`src/rtl/spi_cmd_tx.sv`:
```
// SPI mode-0 master that serialises {HDR, addr, sdata} commands into 24-bit
// frames for the ADC. It captures MISO into a readback register and holds
// one pending command so that a request arriving mid-frame is not lost.
module spi_cmd_tx #(
  parameter int         CLKDIV = 4,
  parameter logic [3:0] HDR    = 4'h0
) (
  input  logic        clk,
  input  logic        rst_n,
  input  logic        ctrlen,
  input  logic [3:0]  addr,
  input  logic [15:0] sdata,
  output logic        spi_sclk,
  output logic        spi_cs_n,
  output logic        spi_mosi,
  input  logic        spi_miso,
  output logic        busy,
  output logic        done,
  output logic        ovf,
  output logic [15:0] rdata
);

  typedef enum logic [2:0] {
    S_IDLE,
    S_SETUP,
    S_SHIFT,
    S_HOLD,
    S_GAP
  } state_t;

  localparam logic [8:0] HALF        = 9'(CLKDIV);
  localparam logic [8:0] HALF_LAST   = 9'(CLKDIV - 1);
  localparam logic [8:0] PERIOD_LAST = 9'(2 * CLKDIV - 1);

  state_t      state, state_n;
  logic [8:0]  cnt;
  logic [4:0]  bit_cnt;
  logic [23:0] tx_sr;
  logic [15:0] rx_sr;
  logic [15:0] rdata_q;
  logic        ctrlen_q;
  logic        slot_valid;
  logic [23:0] slot_frame;
  logic        ovf_q;

  logic        req;
  logic [23:0] req_frame;
  logic        phase_last;
  logic        sclk_fall;
  logic        bit_end;
  logic        gap_last;
  logic        hold_last;
  logic        slot_load;
  logic        launch;
  logic [23:0] launch_frame;

  assign req        = ctrlen & ~ctrlen_q;
  assign req_frame  = {HDR, addr, sdata};
  assign phase_last = (cnt == HALF_LAST);
  // The clk edge that ends the high half of sclk: sample MISO, advance MOSI.
  assign sclk_fall  = (state == S_SHIFT) && phase_last;
  assign bit_end    = (state == S_SHIFT) && (cnt == PERIOD_LAST);
  assign gap_last   = (state == S_GAP) && phase_last;
  assign hold_last  = (state == S_HOLD) && phase_last;

  // A request in the last GAP cycle with an empty slot launches directly
  // instead of parking in the slot.
  assign slot_load  = req && (state != S_IDLE) && !(gap_last && !slot_valid);

  assign spi_cs_n = !((state == S_SETUP) || (state == S_SHIFT) || (state == S_HOLD));
  assign spi_sclk = (state == S_SHIFT) && (cnt < HALF);
  assign spi_mosi = tx_sr[23];
  assign busy     = (state != S_IDLE);
  assign done     = (state == S_GAP) && (cnt == 9'd0);
  assign ovf      = ovf_q;
  assign rdata    = rdata_q;

  // Next-state logic and frame launch selection.
  always_comb begin
    // NOTE: every output of this block gets a default first so no path can infer a latch.
    state_n      = state;
    launch       = 1'b0;
    launch_frame = req_frame;
    case (state)
      S_IDLE: begin
        if (req) begin
          state_n = S_SETUP;
          launch  = 1'b1;
        end
      end
      S_SETUP: begin
        if (phase_last) state_n = S_SHIFT;
      end
      S_SHIFT: begin
        if (bit_end && (bit_cnt == 5'd23)) state_n = S_HOLD;
      end
      S_HOLD: begin
        if (phase_last) state_n = S_GAP;
      end
      S_GAP: begin
        if (gap_last) begin
          if (slot_valid) begin
            state_n      = S_SETUP;
            launch       = 1'b1;
            launch_frame = slot_frame;
          end else if (req) begin
            state_n = S_SETUP;
            launch  = 1'b1;
          end else begin
            state_n = S_IDLE;
          end
        end
      end
      default: state_n = S_IDLE;
    endcase
  end

  // State register, phase counter and bit counter.
  always_ff @(posedge clk) begin
    // NOTE: state registers use non-blocking assignments so every flop samples pre-edge values.
    if (!rst_n) begin
      state    <= S_IDLE;
      cnt      <= 9'd0;
      bit_cnt  <= 5'd0;
      ctrlen_q <= 1'b0;
    end else begin
      state    <= state_n;
      ctrlen_q <= ctrlen;
      if ((state_n != state) || bit_end || (state == S_IDLE)) cnt <= 9'd0;
      else                                                   cnt <= cnt + 9'd1;
      if (state != S_SHIFT) bit_cnt <= 5'd0;
      else if (bit_end)     bit_cnt <= bit_cnt + 5'd1;
    end
  end

  // Transmit/receive shift registers and readback capture.
  always_ff @(posedge clk) begin
    if (!rst_n) begin
      tx_sr   <= 24'd0;
      rx_sr   <= 16'd0;
      rdata_q <= 16'd0;
    end else begin
      if (launch)         tx_sr <= launch_frame;
      else if (sclk_fall) tx_sr <= {tx_sr[22:0], 1'b0};
      if (sclk_fall) rx_sr <= {rx_sr[14:0], spi_miso};
      if (hold_last) rdata_q <= rx_sr;
    end
  end

  // Single-entry pending command slot with overwrite flag.
  always_ff @(posedge clk) begin
    if (!rst_n) begin
      slot_valid <= 1'b0;
      // NOTE: the slot payload is reset too, so a stale command can never leak out after reset.
      slot_frame <= 24'd0;
      ovf_q      <= 1'b0;
    end else begin
      ovf_q <= slot_load && slot_valid && !gap_last;
      if (slot_load) begin
        slot_valid <= 1'b1;
        slot_frame <= req_frame;
      end else if (gap_last && slot_valid) begin
        slot_valid <= 1'b0;
      end
    end
  end

endmodule

```
`config.mk`:
```
export PLATFORM = sky130hd
export DESIGN_NAME = spi_cmd_tx
export DESIGN_NICKNAME = d
export VERILOG_FILES = /design/src/rtl/spi_cmd_tx.sv
export SDC_FILE = /design/constraint.sdc
export NUM_CORES = 1
export LEC_CHECK = 0
export BUFFER_PORTS_ARGS = -buffer_cell sky130_fd_sc_hd__buf_2
export CORE_MARGIN = 2
export CORE_UTILIZATION = 54
export CTS_BUF_LIST = sky130_fd_sc_hd__clkbuf_4 sky130_fd_sc_hd__clkbuf_8
export CTS_CLUSTER_SIZE = 10
export DETAILED_ROUTE_END_ITERATION = 10
export PLACE_DENSITY = 0.83
export SETUP_SLACK_MARGIN = 0.4
export SYNTH_ARGS = -nofsm -noshare
export SYNTH_HDL_FRONTEND = slang
export SYNTH_SLANG_ARGS = --single-unit
export TNS_END_PERCENT = 20
```
`constraint.sdc`:
```
create_clock -name clk -period 2.1 [get_ports clk]
set_clock_uncertainty 0.05 [all_clocks]
set_input_delay 0.315 -clock clk [delete_from_list [all_inputs] [get_ports clk]]
set_output_delay 0.315 -clock clk [all_outputs]
set_load 0.01 [all_outputs]
```
After elaboration in Yosys (flattened, before gate mapping)
Index checks and enable logic that the tools add are counted.
Storage, ports and cells
  register bits: 96
  output and inout port bits: 22
Cells by class
  multiplexer cells: 19
  bitwise gates (word level): 3
  eq/ne operators: 9
  magnitude comparators: 1
  reductions and logical operators: 28
  add/sub/neg operators: 2
Operators with widths (count)
  $mux W20: 3
  $mux W24: 2
  $mux W3: 5
  $pmux W3 S5: 1
  $logic_and A1 B1 Y1: 13
  $add A9 B1 Y9 const B: 1
  $eq A9 B2 Y1 const B: 1
  $eq A9 B3 Y1 const B: 1
  $logic_not A9 Y1: 1
  $lt A9 B3 Y1 const B: 1
  $mux W1: 7
  $eq A3 B2 Y1 const B: 2
  $add A5 B1 Y5 const B: 1
  $eq A5 B5 Y1 const B: 1
  $logic_not A1 Y1: 4
  $logic_or A1 B1 Y1: 4
  $reduce_bool A2 Y1: 2
  $reduce_or A2 Y1: 2
  $eq A3 B1 Y1 const B: 1
  $eq A3 B3 Y1 const B: 1
  $logic_not A3 Y1: 1
  $ne A3 B2 Y1 const B: 1
  $ne A3 B3 Y1: 1
  $reduce_bool A3 Y1: 1
  3 further kinds: 4

Longest topological paths before layout
  depth in word-level cells: 10
  depth in mapped cells: 7
  depth with buffers taken out: 5

Least setup slack after synthesis
Ideal clock, no wire load.
  kind: register to register
  start point: register cnt[0]
  end point: register tx_sr[10]
  required time: 1.975 ns
  buffers on the path: 1
  arrival: 1.836 ns
  period minus slack after synthesis: 1.961 ns
  slack: 0.139 ns
  stages on the path, launching flop included: 7
  path through: dfxtp_1 ha_1 or4b_4 o21ai_2 nand3_2 buf_2 o22ai_1
On the way
  word-level cells in the longest chain between the ends: 5
  elaborated cells between the ends (all ways): 9
  those cells by class: eq/ne: 1; mux: 5; reduce/logical: 3
Ends and longest elaborated chain
  start, declared: line 36  | logic [8:0] cnt;
  start signal, assigned: line 130  | else cnt <= cnt + 9'd1;
  $eq A9 B2 Y1 *: line 59  | assign phase_last = (cnt == HALF_LAST);
  $logic_and A1 B1 Y1: line 63  | assign gap_last = (state == S_GAP) && phase_last;
  $mux W1 / $mux W20 (equally long branches): line 101  | if (gap_last) begin
  $pmux W1 S2 / $mux W20 (equally long branches): line 84  | case (state)
  $mux W24 / $reduce_bool A2 Y1 (equally long branches)
  end signal, assigned: line 143  | if (launch) tx_sr <= launch_frame;
  end signal, assigned: line 144  | else if (sclk_fall) tx_sr <= {tx_sr[22:0], 1'b0};
  end, declared: line 38  | logic [23:0] tx_sr;
Every way passes the cells marked *; elsewhere a longest branch is shown, timed or not.
A chain may end at the register's enable or synchronous reset.

Worst setup path after layout
  start point: register cnt[4]
  end point: output port spi_sclk
On the way
  word-level cells in the longest chain between the ends: 2
Ends and longest elaborated chain
  $lt A9 B3 Y1: line 71  | assign spi_sclk = (state == S_SHIFT) && (cnt < HALF);
  $logic_and A1 B1 Y1: line 71
  end, declared: line 13  | output logic spi_sclk,
Every way passes these cells.

==> impl_metrics.csv <==
group,metric,value,unit
run_status,status,"complete, no violations",
power_and_ir_drop,powerDensity,665,nW/um^2
timing,hold_viol,0,
die,core_area,7330,um^2
die,die-area,8380,um^2
worst_setup_path,cp_max_fo,5,
power_and_ir_drop,intPower,2.42,mW
worst_setup_path,timing.setup.critical_path_class,"flip-flop to output pin",
worst_setup_path,r2r_slack,0.12,ns
power_and_ir_drop,seqPwrFrac,57.1,%
cts,clock-sinks,96,
worst_setup_path,path_cells,"nor4_4 > buf_4 > nand2_4 > nor3_4 > buf_2",
power_and_ir_drop,p_switching,0.886,mW
cts,cts-buffers-inserted,9,
power_and_ir_drop,p_sw_share,26.8,%
timing,slew_headroom,65.3,%
timing,min_period_over_period,94.6,%
cts,htree_levels,3,
power_and_ir_drop,finalPower,3.31,mW
timing,rsz0062_at_grt,"true",
cells_and_area,insertedDiodeCount,0,
timing,drv_slew,0,
placement,gp_congestion,0.785,
routing,vias,3577,
routing,vias_per_cell,5.84,
grt,grt_antenna_before_repair,0,
cts,clk_pin_slew_worst_paths,0.10,ns
timing,totalNegativeSetupSlack,0,ns
placement,hpwl,6.03,mm
cells_and_area,area_growth,20.1,%
synthesis,synthArstFlopShare,0,%
synthesis,syn_area_per_cell,9.16,um^2
run,cap_violations,0,
timing,period_minus_slack,1.99,ns
grt,grt_pass1_vias,3413,
die,die_h,91.6,um
synthesis,netlist_area,4140,um^2
grt,grt_start_max_net_pins,24,
routing,wl_per_cell,16.0,um
routing,drt_iter0_drc,200,
worst_setup_path,required,1.74,ns
grt,grt_pass1_wl,16.0,mm
synthesis,synth_edf_count,0,
cells_and_area,nNetsFinal,535,
worst_setup_path,cpMaxStageDelayCell,"dfxtp_4",
die,initial_core_util,56.5,%
routing,dr.pass1.iters,5,
timing,max_freq,503,MHz
worst_setup_path,end_kind,"output pin",
power_and_ir_drop,p_leak,2.20,nW
cts,cts_buffer_depth,2,
synthesis,synth.top_cell.area_share,46.4,%
synthesis,yosys_warnings,0,
hold_path,hold_path.class,"primary input to flip-flop",
power_and_ir_drop,ir_worst_vdd,0.356,mV
synthesis,yosys.cell_types.count,48,
power_and_ir_drop,p_comb_share,7.4,%
synthesis,synth-seq-cells,96,
routing,drc,0,
placement,numPortBuffers,45,
cts,root_buffer,"clkbuf_8",
synthesis,synth_top_area_cell,"dfxtp_1",
die,rows,31,
synthesis,ys.flop_type,"dfxtp_1",
cts,cts_tree,"yes",
synthesis,synth_fp_nets,479,
grt,grt-ovfl-total,0,
cts,postCtsHoldBufs,0,
timing,worst_pin_slew,0.520,ns
worst_setup_path,start_kind,"flip-flop",
grt,grtUsageTotal,23.5,%
synthesis,synth_cells,452,
worst_setup_path,max_stage_delay,0.38,ns
timing,setup_viol,0,
die,ios,46,
die,chipWidth,91.6,um
worst_setup_path,critPathArrivalTime,1.62,ns
routing,ant_nets,0,
power_and_ir_drop,p_clk_share,35.5,%
synthesis,synth_area_leaders,"dfxtp_1, mux2i_1, a21oi_1",
synthesis,yosysSeqAreaShare,46.4,%
cells_and_area,drive_above_1_share,24.8,%
cts,clock_latency,0.38,ns
routing,drt-total-wl,9.81,mm
[final timing paths]
kind,startpoint,endpoint,cells past startpoint
max,cnt[4],spi_sclk,5
min,ctrlen,ctrlen_q,2
max reg2reg,cnt[1],slot_frame[0],6
min reg2reg,tx_sr[21],tx_sr[22],2
[final cells by class]
| class | instances | area, um^2 |
|---|---|---|
| clock inverters | 7 | 67.6 |
| multi-input cells | 315 | 2150 |
| flip-flops and latches | 96 | 1950 |
| well taps | 99 | 124 |
| clock buffers | 9 | 124 |
| fillers | 543 | 2360 |
| repair buffers | 80 | 538 |
| inverters | 6 | 22.5 |
[cell usage in the layout (no fill, tap or decap), types with 3 or more instances in the layout]
master,n
o22ai_1,18
a21oi_1,43
nor3_1,9
buf_12,3
buf_4,28
inv_1,6
nor2_1,23
nand4_1,5
dfxtp_4,5
clkbuf_8,9
xor2_1,6
o21ai_0,21
clkinv_4,3
mux2i_1,55
o211ai_1,20
dfxtp_2,4
dfxtp_1,87
nand2_1,55
buf_2,46
nand3_1,7
or4_1,3
o2111ai_1,3
nand2b_1,3
xnor2_1,4
[power groups by stage]
stage               Combinational, mW  Sequential, mW  Clock, mW
detailed placement              0.217            1.93          0
global route                    0.267            1.89       1.27
global placement                0.210            1.93          0
floorplan                       0.152            1.92          0
finish                          0.243            1.89       1.17
CTS                             0.229            1.89       1.18
[cell usage after synthesis (all sizes together) (2+ instances only)]
| library cell | count |
|---|---|
| a21boi | 2 |
| a21oi | 44 |
| and2 | 2 |
| buf | 9 |
| clkbuf | 27 |
| dfxtp | 96 |
| ha | 3 |
| inv | 6 |
| mux2i | 55 |
| nand2 | 56 |
| nand2b | 3 |
| nand3 | 9 |
| nand4 | 6 |
| nor2 | 23 |
| nor2b | 2 |
| nor3 | 12 |
| nor3b | 3 |
| nor4 | 2 |
| o2111ai | 3 |
| o211ai | 20 |
| o21ai | 22 |
| o22ai | 19 |
| or4 | 4 |
| or4b | 2 |
| xnor2 | 4 |
| xor2 | 6 |
[state kept, by name, summed over array words and instances, names as in the netlist]
name	cells
tx_sr	24
rx_sr	16
ovf	1
cnt	9
bit_cnt	5
slot_valid	1
rdata	16
ctrlen_q	1
slot_frame	20
state	3
[kinds of logic (layout without fill, tap and decap cells)]
group	count (synthesis)	in the layout	synth area share, %
compound gates	117	117	17.2
xor+xnor	10	10	2.12
fa+ha+maj	3	3	0.907
buf+inv	42	102	4.11
flops	96	96	46.4
mux	55	55	13.3
simple gates	129	130	16.0
[per-stage QoR]
stage | std cells | hold WS, ns | instance area, um^2 | worst slack, ns | util (%)
final | 612 | 0.119 | 4970 | 0.114 | 67.8
after global routing | 612 | 0.115 | 4970 | -0.0172 | 67.8
after CTS | 604 | 0.120 | 4860 | 0.140 | 66.4
after detailed placement | 583 | 0.396 | 4580 | 0.101 | 62.5
after global placement | 583 | 0.388 | 4580 | 0.142 | 62.5
after floorplan | 452 | 0.379 | 4210 | 0.244 | -
[worst max-delay path, delay by kind of cell, from the launching register on]
family        cells  cell delay (ns)
buf+inv           2             0.33
simple gates      3             0.53
flops             1             0.38
[repair_timing]
| action | in CTS | in global routing |
|---|---|---|
| buffers inserted | 5 | 6 |
| gates resized for setup | 18 | 12 |
| gates cloned | 0 | 2 |
| setup endpoints to repair | 93 | 95 |
| pin swaps | 2 | 7 |
[metal layers]
layer	vias up	track usage, %	part of all wire (%)
li1	1737	-	-
met1	1703	28.8	44
met2	117	39.0	49
met3	20	5.64	5.7
met4	0	10.6	2.1
met5	-	0	0
(Power assumes the default switching activity.)
